$ cat src/rtl/sram_sp_ctrl_if.sv
// Request/response handshake bundle between a requester and sram_sp_ctrl.
// master = requester side, slave = controller side.
interface sram_sp_ctrl_if #(
    parameter int DATA_W = 32,
    parameter int ADDR_W = 7
) ();
    logic              req_valid;
    logic              req_ready;
    logic              req_write;
    logic [ADDR_W-1:0] req_addr;
    logic [DATA_W-1:0] req_wdata;
    logic              resp_valid;
    logic              resp_ready;
    logic [DATA_W-1:0] resp_rdata;

    modport master (
        output req_valid, req_write, req_addr, req_wdata, resp_ready,
        input  req_ready, resp_valid, resp_rdata
    );

    modport slave (
        input  req_valid, req_write, req_addr, req_wdata, resp_ready,
        output req_ready, resp_valid, resp_rdata
    );
endinterface

$ cat src/rtl/sram_sp_ctrl.sv
// Single-port SRAM request controller; macro pins driven in the accept cycle, Q captured into a 2-entry response FIFO.
// Latency: read accepted in cycle N gives resp_valid from N+2. Reads are credit-gated on FIFO space, writes only on RUN.
// Optional SRAM_CLEAR_EN: zero-fill all DEPTH words after reset before accepting requests.
module sram_sp_ctrl #(
    parameter int DATA_W     = 32,
    parameter int DEPTH      = 128,
    parameter int ADDR_W     = 7,
    parameter int RESP_DEPTH = 2
) (
    input  logic              clock,
    input  logic              reset,
    sram_sp_ctrl_if.slave     bus,
    output logic              sram_ceb,
    output logic              sram_web,
    output logic [ADDR_W-1:0] sram_a,
    output logic [DATA_W-1:0] sram_d,
    input  logic [DATA_W-1:0] sram_q
);

    typedef enum logic {ST_CLEAR, ST_RUN} state_t;

`ifdef SRAM_CLEAR_EN
    localparam state_t RST_STATE = ST_CLEAR;
`else
    localparam state_t RST_STATE = ST_RUN;
`endif

    state_t            state_q, state_d;
    logic [ADDR_W-1:0] clr_addr_q, clr_addr_d;
    logic              rd_pend_q, rd_pend_d;
    logic [1:0]        count_q, count_d;
    logic              rd_ptr_q, wr_ptr_q;
    logic [DATA_W-1:0] fifo_q [RESP_DEPTH];

    logic       run;
    logic       fire;
    logic       pop;
    logic       push;
    logic       credit_ok;
    logic [2:0] occupancy;

    assign run        = ~reset & (state_q == ST_RUN);
    assign pop        = bus.resp_valid & bus.resp_ready;
    assign push       = rd_pend_q;

    // Slots already claimed (stored + in flight from the macro), less the one leaving this cycle.
    assign occupancy  = {1'b0, count_q} + {2'b0, rd_pend_q} - {2'b0, pop};
    assign credit_ok  = occupancy < 3'(RESP_DEPTH);

    assign bus.req_ready  = run & (bus.req_write | credit_ok);
    assign fire           = bus.req_valid & bus.req_ready;
    assign bus.resp_valid = (count_q != 2'd0);
    assign bus.resp_rdata = fifo_q[rd_ptr_q];

    assign rd_pend_d = fire & ~bus.req_write;
    assign count_d   = count_q + {1'b0, push} - {1'b0, pop};

    always_comb begin
        state_d    = state_q;
        clr_addr_d = clr_addr_q;
        sram_ceb   = 1'b1;
        sram_web   = 1'b1;
        sram_a     = '0;
        sram_d     = '0;
        case (state_q)
            ST_CLEAR: begin
                if (!reset) begin
                    sram_ceb = 1'b0;
                    sram_web = 1'b0;
                    sram_a   = clr_addr_q;
                    if (clr_addr_q == ADDR_W'(DEPTH - 1)) begin
                        clr_addr_d = '0;
                        state_d    = ST_RUN;
                    end else begin
                        clr_addr_d = clr_addr_q + 1'b1;
                    end
                end
            end
            ST_RUN: begin
                if (fire) begin
                    sram_ceb = 1'b0;
                    sram_web = ~bus.req_write;
                    sram_a   = bus.req_addr;
                    sram_d   = bus.req_wdata;
                end
            end
            default: state_d = RST_STATE;
        endcase
    end

    always_ff @(posedge clock) begin
        if (reset) begin
            state_q    <= RST_STATE;
            clr_addr_q <= '0;
            rd_pend_q  <= 1'b0;
            count_q    <= 2'd0;
            rd_ptr_q   <= 1'b0;
            wr_ptr_q   <= 1'b0;
            for (int i = 0; i < RESP_DEPTH; i++) begin
                fifo_q[i] <= '0;
            end
        end else begin
            state_q    <= state_d;
            clr_addr_q <= clr_addr_d;
            rd_pend_q  <= rd_pend_d;
            count_q    <= count_d;
            // Q is only meaningful the cycle after a read; never sample it otherwise.
            if (push) begin
                fifo_q[wr_ptr_q] <= sram_q;
                wr_ptr_q         <= ~wr_ptr_q;
            end
            if (pop) begin
                rd_ptr_q <= ~rd_ptr_q;
            end
        end
    end

endmodule

$ cat src/flat_wrapper.sv
// flat-port wrapper written by rule: the top's interface ports become plain ports
module sram_sp_ctrl_flat 
#(
    parameter int DATA_W     = 32,
    parameter int DEPTH      = 128,
    parameter int ADDR_W     = 7,
    parameter int RESP_DEPTH = 2
)
  (clock, reset, sram_ceb, sram_web, sram_a, sram_d, sram_q, bus_req_valid, bus_req_write, bus_req_addr, bus_req_wdata, bus_resp_ready, bus_req_ready, bus_resp_valid, bus_resp_rdata);
  sram_sp_ctrl_if #(.DATA_W(DATA_W), .ADDR_W(ADDR_W)) bus_i ();
  input  logic clock;
  input  logic reset;
  output logic sram_ceb;
  output logic sram_web;
  output logic [ADDR_W-1:0] sram_a;
  output logic [DATA_W-1:0] sram_d;
  input  logic [DATA_W-1:0] sram_q;
  input wire logic [$bits(bus_i.req_valid)-1:0] bus_req_valid;
  input wire logic [$bits(bus_i.req_write)-1:0] bus_req_write;
  input wire logic [$bits(bus_i.req_addr)-1:0] bus_req_addr;
  input wire logic [$bits(bus_i.req_wdata)-1:0] bus_req_wdata;
  input wire logic [$bits(bus_i.resp_ready)-1:0] bus_resp_ready;
  output wire logic [$bits(bus_i.req_ready)-1:0] bus_req_ready;
  output wire logic [$bits(bus_i.resp_valid)-1:0] bus_resp_valid;
  output wire logic [$bits(bus_i.resp_rdata)-1:0] bus_resp_rdata;
  assign bus_i.req_valid = bus_req_valid;
  assign bus_i.req_write = bus_req_write;
  assign bus_i.req_addr = bus_req_addr;
  assign bus_i.req_wdata = bus_req_wdata;
  assign bus_i.resp_ready = bus_resp_ready;
  assign bus_req_ready = bus_i.req_ready;
  assign bus_resp_valid = bus_i.resp_valid;
  assign bus_resp_rdata = bus_i.resp_rdata;
  sram_sp_ctrl #(.DATA_W(DATA_W), .DEPTH(DEPTH), .ADDR_W(ADDR_W), .RESP_DEPTH(RESP_DEPTH)) u_core (.clock(clock), .reset(reset), .bus(bus_i), .sram_ceb(sram_ceb), .sram_web(sram_web), .sram_a(sram_a), .sram_d(sram_d), .sram_q(sram_q));
endmodule
$ cat config.mk
export PLATFORM = sky130hd
export DESIGN_NAME = sram_sp_ctrl_flat
export DESIGN_NICKNAME = d
export VERILOG_FILES = /design/src/rtl/sram_sp_ctrl_if.sv /design/src/rtl/sram_sp_ctrl.sv /design/src/flat_wrapper.sv
export SDC_FILE = /design/constraint.sdc
export NUM_CORES = 1
export LEC_CHECK = 0
export ABC_AREA = 1
export CORE_MARGIN = 4
export CORE_UTILIZATION = 47
export DETAILED_ROUTE_END_ITERATION = 10
export GPL_ROUTABILITY_DRIVEN = 1
export GPL_TIMING_DRIVEN = 1
export PLACE_DENSITY = 0.86
export SETUP_SLACK_MARGIN = 0.4
export SYNTH_ARGS = -nofsm -noshare
export SYNTH_HDL_FRONTEND = slang
export SYNTH_SLANG_ARGS = --single-unit
$ cat constraint.sdc
create_clock -name clock -period 6.65 [get_ports clock]
set_clock_uncertainty 0.1 [all_clocks]
set_input_delay 1.33 -clock clock [delete_from_list [all_inputs] [get_ports clock]]
set_output_delay 1.33 -clock clock [all_outputs]
set_load 0.01 [all_outputs]
==> summary.log <==
INFO  outcome        outcome=finished, final reports clean
INFO  logic_synthesis post_synth_cell_types=28
INFO  grt            grt_start_max_net_pins=35
INFO  cts            cts-root-to-sink-buffers=2
INFO  timing         layout_worst_path_cycle_share=86.0%
INFO  logic_synthesis yosysSeqAreaShare=57.7%
INFO  cts            ctsHtreeMaxLevel=3
INFO  detailed_routing routed-via-count=3051
INFO  worst_setup_path worst-endpoint-required=5.22ns
INFO  grt            gr-max-usage-layer=met2
INFO  worst_setup_path setup.reg_to_reg.worst_slack=4.54ns
INFO  worst_setup_path critPathCaptureType=output pin
INFO  place          io_buffer_count=150
INFO  worst_setup_path crit_path_cell_trace=clkdlybuf4s50_1 -> o21a_1 -> ha_1 -> inv_1 -> ha_1 -> inv_1 -> fa_1 -> nand3_2 -> nand2_4 -> nand3_4 -> nor2_1 -> clkdlybuf4s50_1
INFO  timing         maxSlewHeadroom=50.8%
INFO  detailed_routing antenna_violating_nets_post_route=0
INFO  floorplanning  floorplan.rows=32
INFO  grt            grt_pass1_wl=15.2mm
INFO  grt            met2_usage=35.4%
INFO  grt            grtUsageTotal=19.5%
INFO  floorplanning  fp.dieArea=0.00963sqmm
INFO  timing         timing_max_transition_violations_final=0
INFO  timing         max_clock_freq=0.175GHz
INFO  worst_setup_path cell_with_the_largest_stage_delay_on_the_worst_path=sky130_fd_sc_hd__clkdlybuf4s50_1
INFO  pwr            seqPwrFrac=38.3%
INFO  detailed_routing drc=0
INFO  pwr            leakage=2.46nW
INFO  worst_setup_path arrival=4.29ns
INFO  cts            cts.repair_timing.setup_buffer_count=0
INFO  cts            clock_tree_from_tritoncts=yes
INFO  finish         final_layout_size_suffix_gt1_share=10.3%
INFO  floorplanning  io_pins=151
INFO  cts            cts.reportedPaths.clkPinSlew=0.08ns
INFO  place          place.detailed.hpwl=6.69mm
INFO  logic_synthesis yosys_register_bits=78
INFO  grt            globalRoute.totalOverflow=0
INFO  flow_run       drv_cap=0
INFO  floorplanning  dieHeight=98.1microns
INFO  logic_synthesis synthesized_netlist_net_count=472
INFO  cts            cts-buffers-inserted=9
INFO  detailed_routing drt-wirelength-per-cell=14.5microns
INFO  pwr            p_switching=0.437mW
INFO  cts            cts-root-buf=sky130_fd_sc_hd__clkbuf_8
INFO  grt            gr-usage-met1=23.2%
INFO  cts            cts.hold.buffers_added=0
INFO  detailed_routing wl=9.36mm
INFO  place          finalWeightedCongestion=0.824
INFO  finish         num-nets-final=620
INFO  finish         most_frequent_standard_cell_in_the_layout_excluding_fill_and_tap_cells=sky130_fd_sc_hd__clkdlybuf4s50_1
INFO  floorplanning  die_width=98.1microns
INFO  pwr            pwr-share-comb=34.1%
INFO  logic_synthesis postSynthCellCount=392
INFO  pwr            clockPowerShare=27.7%
INFO  hold_path      hold_class=flop to flop
INFO  detailed_routing detailedRoute.firstPassIterationCount=4
INFO  finish         syn_to_final_growth=46.6%
INFO  grt            gr-usage-met3=4.00%
INFO  timing         timing.setup.tns=0ns
INFO  timing         timing.final.setup_violations=0
INFO  timing         slew_of_the_pin_with_the_lowest_slew_margin=0.738ns
INFO  grt            vias_in_the_first_global_route=3161
INFO  worst_setup_path worst_path_class_setup=input pin to output pin
INFO  worst_setup_path worstPathMaxFanout=33
INFO  logic_synthesis syn_area_per_cell=9.74squm
INFO  cts            post_cts_sizing_count=0
INFO  timing         min_period=5.72ns
INFO  finish         most-common-layout-cells=sky130_fd_sc_hd__clkdlybuf4s50_1 (150), sky130_fd_sc_hd__nor2_1 (105), sky130_fd_sc_hd__inv_1 (86), sky130_fd_sc_hd__edfxtp_1 (64), sky130_fd_sc_hd__nand2_1 (34)
INFO  timing         rsz0062_at_grt=false
INFO  pwr            netSwitchingFraction=28.3%
INFO  worst_setup_path timing.critical_path.from_type=input pin
INFO  cts            clock_sink_count=78
INFO  pwr            power_density=276mW/mm^2
INFO  logic_synthesis synth.cell_area=0.00382sqmm
INFO  detailed_routing vias_per_cell=4.72
INFO  detailed_routing drt_first_iter_violations=161
INFO  finish         layout.core_utilization=71.7%
INFO  logic_synthesis yosys_warnings=0
INFO  timing         final_hold_viol_count=0
INFO  grt            grt_antenna_before_repair=0
INFO  pwr            ir_worst_vdd=0.164mV
INFO  cts            clock_latency=0.34ns
INFO  floorplanning  fp.coreArea=0.00781sqmm
INFO  finish         antenna_cells=0
INFO  floorplanning  initial_utilization=48.9%
INFO  worst_setup_path critical_path.max_stage_delay=0.57ns
INFO  pwr            internal_power=1.11mW
layer usage:
metal | vias up | part of all wire, %
li1 | 1520 | -
met1 | 1426 | 40
met2 | 93 | 53
met3 | 12 | 4.9
met4 | 0 | 1.4
met5 | - | 0
cell type report:
type                            count  area, sq um
Fill cell                         571         2210
Sequential cell                    78         2200
Timing Repair Buffer              153         1520
Multi-Input combinational cell    211         1170
Inverter                           87          327
Tap cell                          102          128
Clock buffer                        9          124
Clock inverter                      7          120
power groups by stage:
stage	sequential, mW	combinational (mW)	clock (mW)
after CTS	0.591	0.533	0.432
after detailed placement	0.602	0.528	0
after global placement	0.598	0.520	0
after global routing	0.596	0.569	0.456
final	0.590	0.526	0.427
after floorplan	0.597	0.282	0
cell families after synthesis:
family / after synthesis / synth area share (%)
buffers and inverters: 103 / 11.6
multiplexers: 32 / 9.44
AND/OR/NAND/NOR: 163 / 18.1
adder cells (fa/ha/maj): 4 / 1.51
flip-flops: 78 / 57.7
AO/OA/AOI/OAI: 12 / 1.74
state kept, by name, indices dropped and copies added (netlist names), named ones only:
| signal | flops |
|---|---|
| u_core.clr_addr_q | 7 |
| u_core.count_q | 2 |
| u_core.fifo_q | 64 |
| u_core.push | 1 |
| u_core.rd_ptr_q | 1 |
| u_core.state_q | 1 |
| u_core.wr_ptr_q | 1 |
worst paths after layout:
check / from / to / depth (start not counted)
max: bus_resp_ready / sram_d[0] / 12
min: u_core.rd_ptr_q / u_core.rd_ptr_q / 1
max reg2reg: u_core.count_q[1] / u_core.push / 10
min reg2reg: u_core.rd_ptr_q / u_core.rd_ptr_q / 1
cells in the mapped netlist, drive strengths merged:
cell type,n,area [sq um]
inv,87,327
nand3,8,62.6
nor2,107,412
nand2,36,145
fa,1,20.0
o21ai,6,30.0
nand4,9,56.3
dfxtp,14,280
ha,3,37.5
clkbuf,1,3.75
o21a,1,7.51
a22o,1,8.76
buf,15,111
mux2,32,360
nor3,3,15.0
a21oi,4,20.0
edfxtp,64,1920
critical path: cells and delay by family:
family                   cells  cell delay [ns]
AO/OA/AOI/OAI                1             0.17
AND/OR/NAND/NOR              4             0.76
adder cells (fa/ha/maj)      3             0.89
buffers and inverters        4             1.13
through the flow:
stage | setup slack, ns | std cells | total power [mW] | hold WS (ns) | area (sq um)
floorplan | 2.13 | 392 | 0.879 | 0.325 | 3820
detailed placement | 0.926 | 631 | 1.13 | 0.351 | 5360
global placement | 0.990 | 631 | 1.12 | 0.340 | 5360
finish | 0.928 | 647 | 1.54 | 0.364 | 5600
CTS | 0.913 | 647 | 1.56 | 0.364 | 5600
global route | 0.719 | 647 | 1.62 | 0.389 | 5600
No activity file was read; power rests on OpenSTA's default activity.
